[config.mk]
export PLATFORM = sky130hd
export DESIGN_NAME = mem_stage_lsu
export DESIGN_NICKNAME = d
export VERILOG_FILES = /design/src/rtl/mem_stage_lsu.sv
export SDC_FILE = /design/constraint.sdc
export NUM_CORES = 1
export LEC_CHECK = 0
export BUFFER_PORTS_ARGS = -buffer_cell sky130_fd_sc_hd__buf_2
export CAP_MARGIN = 15
export CORE_AREA = 2 2 124 126
export DETAILED_ROUTE_END_ITERATION = 10
export DIE_AREA = 0 0 126 128
export GPL_TIMING_DRIVEN = 0
export HOLD_SLACK_MARGIN = 0.08
export PLACE_DENSITY = 0.82
export SLEW_MARGIN = 20
export SYNTH_ARGS = -nofsm -noshare
export SYNTH_HDL_FRONTEND = slang
export SYNTH_SLANG_ARGS = --single-unit
[constraint.sdc]
create_clock -name clk -period 4.6 [get_ports clk]
set_input_delay 0 -clock clk [delete_from_list [all_inputs] [get_ports clk]]
set_output_delay 0 -clock clk [all_outputs]
set_load 0.02 [all_outputs]
[src/rtl/mem_stage_lsu.sv]
// -----------------------------------------------------------------------------
// mem_stage_lsu
//
// Memory-stage load/store unit. Takes the EX/MEM pipeline register outputs,
// drives a valid/grant data-memory port, lane-aligns store data, extracts and
// sign/zero-extends load data, and owns the MEM/WB pipeline register.
// Upstream stages are held through StallM while an access is outstanding.
//
// Parameters:
//   TIMEOUT_CYCLES  cycles allowed waiting for dmem_gnt / dmem_rvalid (1..65535)
//
// Ports:
//   clk, rst                      clock (rising edge), async active-high reset
//   ValidM, MemReadM, MemWriteM   M-stage slot valid, load, store
//   Funct3M                       access size / signedness
//   RegWriteM, ResultSrcM         write-back controls, passed through
//   ALUResultM, RD2M, PCPlus4M    address / ALU result, store data, PC+4
//   rdM                           destination register
//   dmem_req/we/addr/be/wdata     data-memory request channel
//   dmem_gnt                      request accepted this cycle
//   dmem_rvalid, dmem_rdata       read response
//   StallM                        hold IF/ID/EX/MEM registers
//   MemErrM                       one-cycle pulse: misaligned, illegal, timeout
//   RegWriteW .. rdW              MEM/WB pipeline register outputs
// -----------------------------------------------------------------------------
module mem_stage_lsu #(
    parameter int unsigned TIMEOUT_CYCLES = 32'd255
) (
    input  logic        clk,
    input  logic        rst,
    input  logic        ValidM,
    input  logic        MemReadM,
    input  logic        MemWriteM,
    input  logic [2:0]  Funct3M,
    input  logic        RegWriteM,
    input  logic [1:0]  ResultSrcM,
    input  logic [31:0] ALUResultM,
    input  logic [31:0] RD2M,
    input  logic [31:0] PCPlus4M,
    input  logic [4:0]  rdM,
    output logic        dmem_req,
    output logic        dmem_we,
    output logic [31:0] dmem_addr,
    output logic [3:0]  dmem_be,
    output logic [31:0] dmem_wdata,
    input  logic        dmem_gnt,
    input  logic        dmem_rvalid,
    input  logic [31:0] dmem_rdata,
    output logic        StallM,
    output logic        MemErrM,
    output logic        RegWriteW,
    output logic [1:0]  ResultSrcW,
    output logic [31:0] ALUResultW,
    output logic [31:0] ReadDataW,
    output logic [31:0] PCPlus4W,
    output logic [4:0]  rdW
);

    typedef enum logic [1:0] {
        ST_IDLE = 2'd0,
        ST_REQ  = 2'd1,
        ST_RESP = 2'd2
    } state_t;

    // Last counter value before the wait is abandoned: the counter reads 0 on
    // the first waiting cycle, so TIMEOUT_CYCLES waiting cycles end at N-1.
    localparam logic [15:0] L_TMO_LAST = 16'(TIMEOUT_CYCLES - 32'd1);

    state_t      r_state;
    logic [15:0] r_cnt;

    logic w_memop;
    logic w_misalign;
    logic w_illegal;
    logic w_bad;
    logic w_tmo_hit;
    logic w_req;
    logic w_stall;
    logic w_err;
    logic w_load_done;

    // Selects the byte or halfword lane and applies sign or zero extension.
    function automatic logic [31:0] load_extend(
        input logic [2:0]  f3,
        input logic [1:0]  a,
        input logic [31:0] w
    );
        logic [7:0]  b;
        logic [15:0] h;
        b = w[{a, 3'b000} +: 8];
        h = a[1] ? w[31:16] : w[15:0];
        case (f3)
            3'b000:  load_extend = {{24{b[7]}}, b};
            3'b001:  load_extend = {{16{h[15]}}, h};
            3'b100:  load_extend = {24'd0, b};
            3'b101:  load_extend = {16'd0, h};
            default: load_extend = w;
        endcase
    endfunction

    assign w_memop   = ValidM & (MemReadM | MemWriteM);
    assign w_bad     = w_misalign | w_illegal | (MemReadM & MemWriteM);
    assign w_tmo_hit = (r_cnt == L_TMO_LAST);

    // Access legality: alignment per size and Funct3M encodings valid for the op.
    always_comb begin
        w_misalign = 1'b0;
        w_illegal  = 1'b0;
        case (Funct3M)
            3'b000: begin
                w_misalign = 1'b0;
                w_illegal  = 1'b0;
            end
            3'b001:  w_misalign = ALUResultM[0];
            3'b010:  w_misalign = |ALUResultM[1:0];
            3'b100:  w_illegal  = MemWriteM;
            3'b101: begin
                w_misalign = ALUResultM[0];
                w_illegal  = MemWriteM;
            end
            default: w_illegal = 1'b1;
        endcase
    end

    // Store lane placement; addr/be/wdata follow the held M inputs, so they
    // stay stable for as long as the request is stalled.
    always_comb begin
        dmem_addr = {ALUResultM[31:2], 2'b00};
        case (Funct3M[1:0])
            2'b00: begin
                dmem_be    = 4'b0001 << ALUResultM[1:0];
                dmem_wdata = {4{RD2M[7:0]}};
            end
            2'b01: begin
                dmem_be    = 4'b0011 << {ALUResultM[1], 1'b0};
                dmem_wdata = {2{RD2M[15:0]}};
            end
            default: begin
                dmem_be    = 4'b1111;
                dmem_wdata = RD2M;
            end
        endcase
    end

    // Per-state request, stall, error and load-completion decisions.
    always_comb begin
        w_req       = 1'b0;
        w_stall     = 1'b0;
        w_err       = 1'b0;
        w_load_done = 1'b0;
        case (r_state)
            ST_IDLE: begin
                if (w_memop) begin
                    if (w_bad) begin
                        w_err = 1'b1;
                    end else begin
                        w_req   = 1'b1;
                        w_stall = ~(dmem_gnt & MemWriteM);
                    end
                end else begin
                    w_req = 1'b0;
                end
            end
            ST_REQ: begin
                w_req = 1'b1;
                if (dmem_gnt) begin
                    w_stall = ~MemWriteM;
                end else if (w_tmo_hit) begin
                    w_err = 1'b1;
                end else begin
                    w_stall = 1'b1;
                end
            end
            ST_RESP: begin
                if (dmem_rvalid) begin
                    w_load_done = 1'b1;
                end else if (w_tmo_hit) begin
                    w_err = 1'b1;
                end else begin
                    w_stall = 1'b1;
                end
            end
            default: begin
                w_req = 1'b0;
            end
        endcase
    end

    // Reset gates the handshake outputs so the request drops without waiting
    // for a clock edge, even if the M inputs still describe an access.
    assign dmem_req = w_req & ~rst;
    assign dmem_we  = w_req & MemWriteM & ~rst;
    assign StallM   = w_stall & ~rst;
    assign MemErrM  = w_err & ~rst;

    // Access FSM and wait counter.
    always_ff @(posedge clk or posedge rst) begin
        if (rst) begin
            r_state <= ST_IDLE;
            r_cnt   <= 16'd0;
        end else begin
            case (r_state)
                ST_IDLE: begin
                    if (w_memop & ~w_bad & ~dmem_gnt) begin
                        r_state <= ST_REQ;
                        r_cnt   <= 16'd0;
                    end else if (w_memop & ~w_bad & MemReadM) begin
                        r_state <= ST_RESP;
                        r_cnt   <= 16'd0;
                    end else begin
                        r_state <= ST_IDLE;
                    end
                end
                ST_REQ: begin
                    if (dmem_gnt) begin
                        r_state <= MemReadM ? ST_RESP : ST_IDLE;
                        r_cnt   <= 16'd0;
                    end else if (w_tmo_hit) begin
                        r_state <= ST_IDLE;
                        r_cnt   <= 16'd0;
                    end else begin
                        r_cnt <= r_cnt + 16'd1;
                    end
                end
                ST_RESP: begin
                    if (dmem_rvalid | w_tmo_hit) begin
                        r_state <= ST_IDLE;
                        r_cnt   <= 16'd0;
                    end else begin
                        r_cnt <= r_cnt + 16'd1;
                    end
                end
                default: begin
                    r_state <= ST_IDLE;
                    r_cnt   <= 16'd0;
                end
            endcase
        end
    end

    // MEM/WB register: bubble (RegWriteW=0, rest held) while stalled; an
    // erroring access still retires but never writes the register file.
    always_ff @(posedge clk or posedge rst) begin
        if (rst) begin
            RegWriteW  <= 1'b0;
            ResultSrcW <= 2'd0;
            ALUResultW <= 32'd0;
            ReadDataW  <= 32'd0;
            PCPlus4W   <= 32'd0;
            rdW        <= 5'd0;
        end else if (w_stall) begin
            RegWriteW <= 1'b0;
        end else begin
            RegWriteW  <= ValidM & RegWriteM & ~w_err;
            ResultSrcW <= ResultSrcM;
            ALUResultW <= ALUResultM;
            ReadDataW  <= w_load_done ? load_extend(Funct3M, ALUResultM[1:0], dmem_rdata) : 32'd0;
            PCPlus4W   <= PCPlus4M;
            rdW        <= rdM;
        end
    end

endmodule

==> run metrics <==
H-tree depth 4; Synth top area share 47.2%; CTS max path bufs 2; max-slew violation count 0; leading cell type in the layout, fill and taps excluded buf_2; Post-Syn Area per Cell 11.0 µm²; largest net degree at the start of global routing 77; Final Cycle Share 66.8%; Die ar. 16100 µm²; Yosys top cell by area dfrtp_1; Arr. time, crit path 3.37 ns; outcome completed; reg-to-reg endpoint RegWriteW; Setup crit end RegWriteW; Critical Path Fanout Max 10; FILL cells 1107; Startpoint Class flop; Antenna Nets Post-Route 0; CTS sink count 122; CTS tree yes; later-pin clock latency in the skew report 0.42 ns; max cap viols 0; Critical Path RT 4.90 ns; Total GRT Usage 27.9%; DRC 0; Root Driver clkbuf_16; Worst slew margin 49.7%; Syn Std Cell Area 6470 µm²; hold_buf cts 98; Seq/Total Area, Yosys 47.2%; DIE HEIGHT 128 µm; RSZ-0062 raised after global routing no; Die W 126 µm; # IOs 322; Warnings, synthesis 0; vias per inst 5.25; EDFF count, synth 0; # diodes 0; commonest cells after routing, fill and taps aside 325 x buf_2, 122 x dfrtp_1, 98 x dlygate4sd3_1; ys flop type dfrtp_1; grt total ovfl 0; CP max stage delay 0.66 ns; routed via count 6426; Syn Inst Count 588; worst min path class in2reg; vias in the first global route 6398; minimum clock period 3.07 ns; CP Class reg2reg; DP HPWL 15300 µm; CORE AREA 14900 µm²; Register-to-Register Path Depth 10; Worst-Margin Slew 0.755 ns; dpl cells 1095; initial antenna violation count 0; RR Startpoint r_state[0]; area post-placement 8330 µm²; Final Cell Area 9910 µm²; Yosys reg bits 122; Fin Hold WS 0.151 ns; Pleak 4.90 nW; worst-path cell chain inv_1, ha_1, o211ai_1, a21oi_1, a32oi_1, a211oi_2, buf_6, buf_6, and4b_1, dlygate4sd3_1; Total Power 3.22 mW; CTS Buf Count 17; post-CTS resize count 0; Detailed Routing Iterations Pass 1 5; final hold violations 0; Non-Filler Instances 1225; CP max-delay cell a211oi_2; Syn-to-layout area delta 53.1%; fmax 0.325 GHz; nets 1176; layout cells sized above 1 46.3%; Row Count 45; starting density of the core 43.5%; ranking of synthesized cells by area dfrtp_1 47%, mux2_2 12%, mux2_1 5.9%; Layout Skew 0.0145 ns; WL per Instance 18.5 µm; global-route wire length before repair 35000 µm; Worst-path clk slew 0.06 ns; Max rail drop VDD 0.237 mV; DRT iter0 DRCs 442; Setup crit end kind flop; Routability Congestion 0.931; cell mode on critical path buf_6; ys async rst share 100%; Post-Route WL 22700 µm; final setup violation count 0; CP Launch Point r_state[0]; post-CTS setup buffer count 0; reg2reg setup slack 1.53 ns; Cell variety after synth 54; Pwr Density 325 nW/µm²; IO buf count 317
## synthesized netlist by cell type, types with 6 or more instances
| master | instances |
|---|---|
| a221oi_1 | 9 |
| ha_1 | 6 |
| mux2_1 | 34 |
| or4_1 | 6 |
| inv_1 | 42 |
| nand3_1 | 6 |
| dfrtp_1 | 122 |
| mux2i_1 | 31 |
| a21oi_1 | 16 |
| clkbuf_1 | 14 |
| o21ai_0 | 45 |
| buf_2 | 8 |
| nand2b_1 | 6 |
| nand2_1 | 33 |
| buf_4 | 42 |
| nor2_1 | 17 |
| mux2_2 | 67 |
| o31ai_1 | 8 |
## worst min-delay path by stage
stage | from | to | slack [ns] | depth (start not counted)
after global routing | dmem_rdata[13] | ReadDataW[13] | 0.16 | 4
after detailed placement | rst | r_state[1] | 0.1 | 2
after global placement | rdM[2] | rdW[2] | 0.21 | 2
final | dmem_rdata[15] | ReadDataW[15] | 0.15 | 4
after floorplan | rst | MemErrM | 0.08 | 1
after CTS | dmem_rdata[15] | ReadDataW[15] | 0.13 | 4
## power by group
part | switching (mW) | internal, mW | leakage (nW)
clock network | 0.537 | 0.826 | 0.293
logic | 0.384 | 0.299 | 3.07
registers | 0.0354 | 1.14 | 1.54
total | 0.956 | 2.26 | 4.90
## routing by layer
layer / global-route usage [%] / share of wire [%]
met1: 34.9 / 40
met4: 10.5 / 2.7
met5: 0 / 0
met2: 46.9 / 50
met3: 6.93 / 7.4
## registers in the layout (all words and copies together) (netlist names)
signal,cells
PCPlus4W,32
RegWriteW,1
r_state,2
ReadDataW,32
ResultSrcW,2
r_cnt,16
ALUResultW,32
rdW,5
## stage by stage
| stage | worst slack (ns) | TNS [ns] | utilization, % |
|---|---|---|---|
| 5_1_grt | 1.36 | 0 | 66.7 |
| 3_5_place_dp | 1.92 | 0 | 56.0 |
| 4_1_cts | 1.49 | 0 | 66.7 |
| 3_3_place_gp | -0.198 | -22.67 | 55.8 |
| 2_1_floorplan | 1.35 | 0 | - |
| 6_report | 1.53 | 0 | 66.7 |
## area by class of cell
class | count | area [µm²] | area share [%]
Timing Repair Buffer | 416 | 2590 | 26.2
Buffer | 72 | 468 | 4.72
Clock inverter | 14 | 160 | 1.62
Inverter | 42 | 163 | 1.64
Clock buffer | 18 | 439 | 4.43
Tap cell | 188 | 235 | 2.37
Sequential cell | 122 | 3050 | 30.8
Multi-Input combinational cell | 353 | 2800 | 28.2
## cell families after synthesis
group                      Yosys count  share of synthesized area, %
and+or+nand+nor                     98                          7.85
adders and majority gates            6                          1.16
muxes                              133                          22.7
buffers and inverters              114                          9.67
AOI/OAI and AO/OA                  114                          11.4
DFF                                122                          47.2
other                                1                        0.0579
## worst max-delay path, delay by kind of cell (launching register included)
family | cells | cell delay [ns]
buffers and inverters | 4 | 1.08
AO/OA/AOI/OAI | 4 | 1.05
flip-flops | 1 | 0.42
AND/OR/NAND/NOR | 1 | 0.21
adder cells (fa/ha/maj) | 1 | 0.20
(Power assumes the default switching activity.)
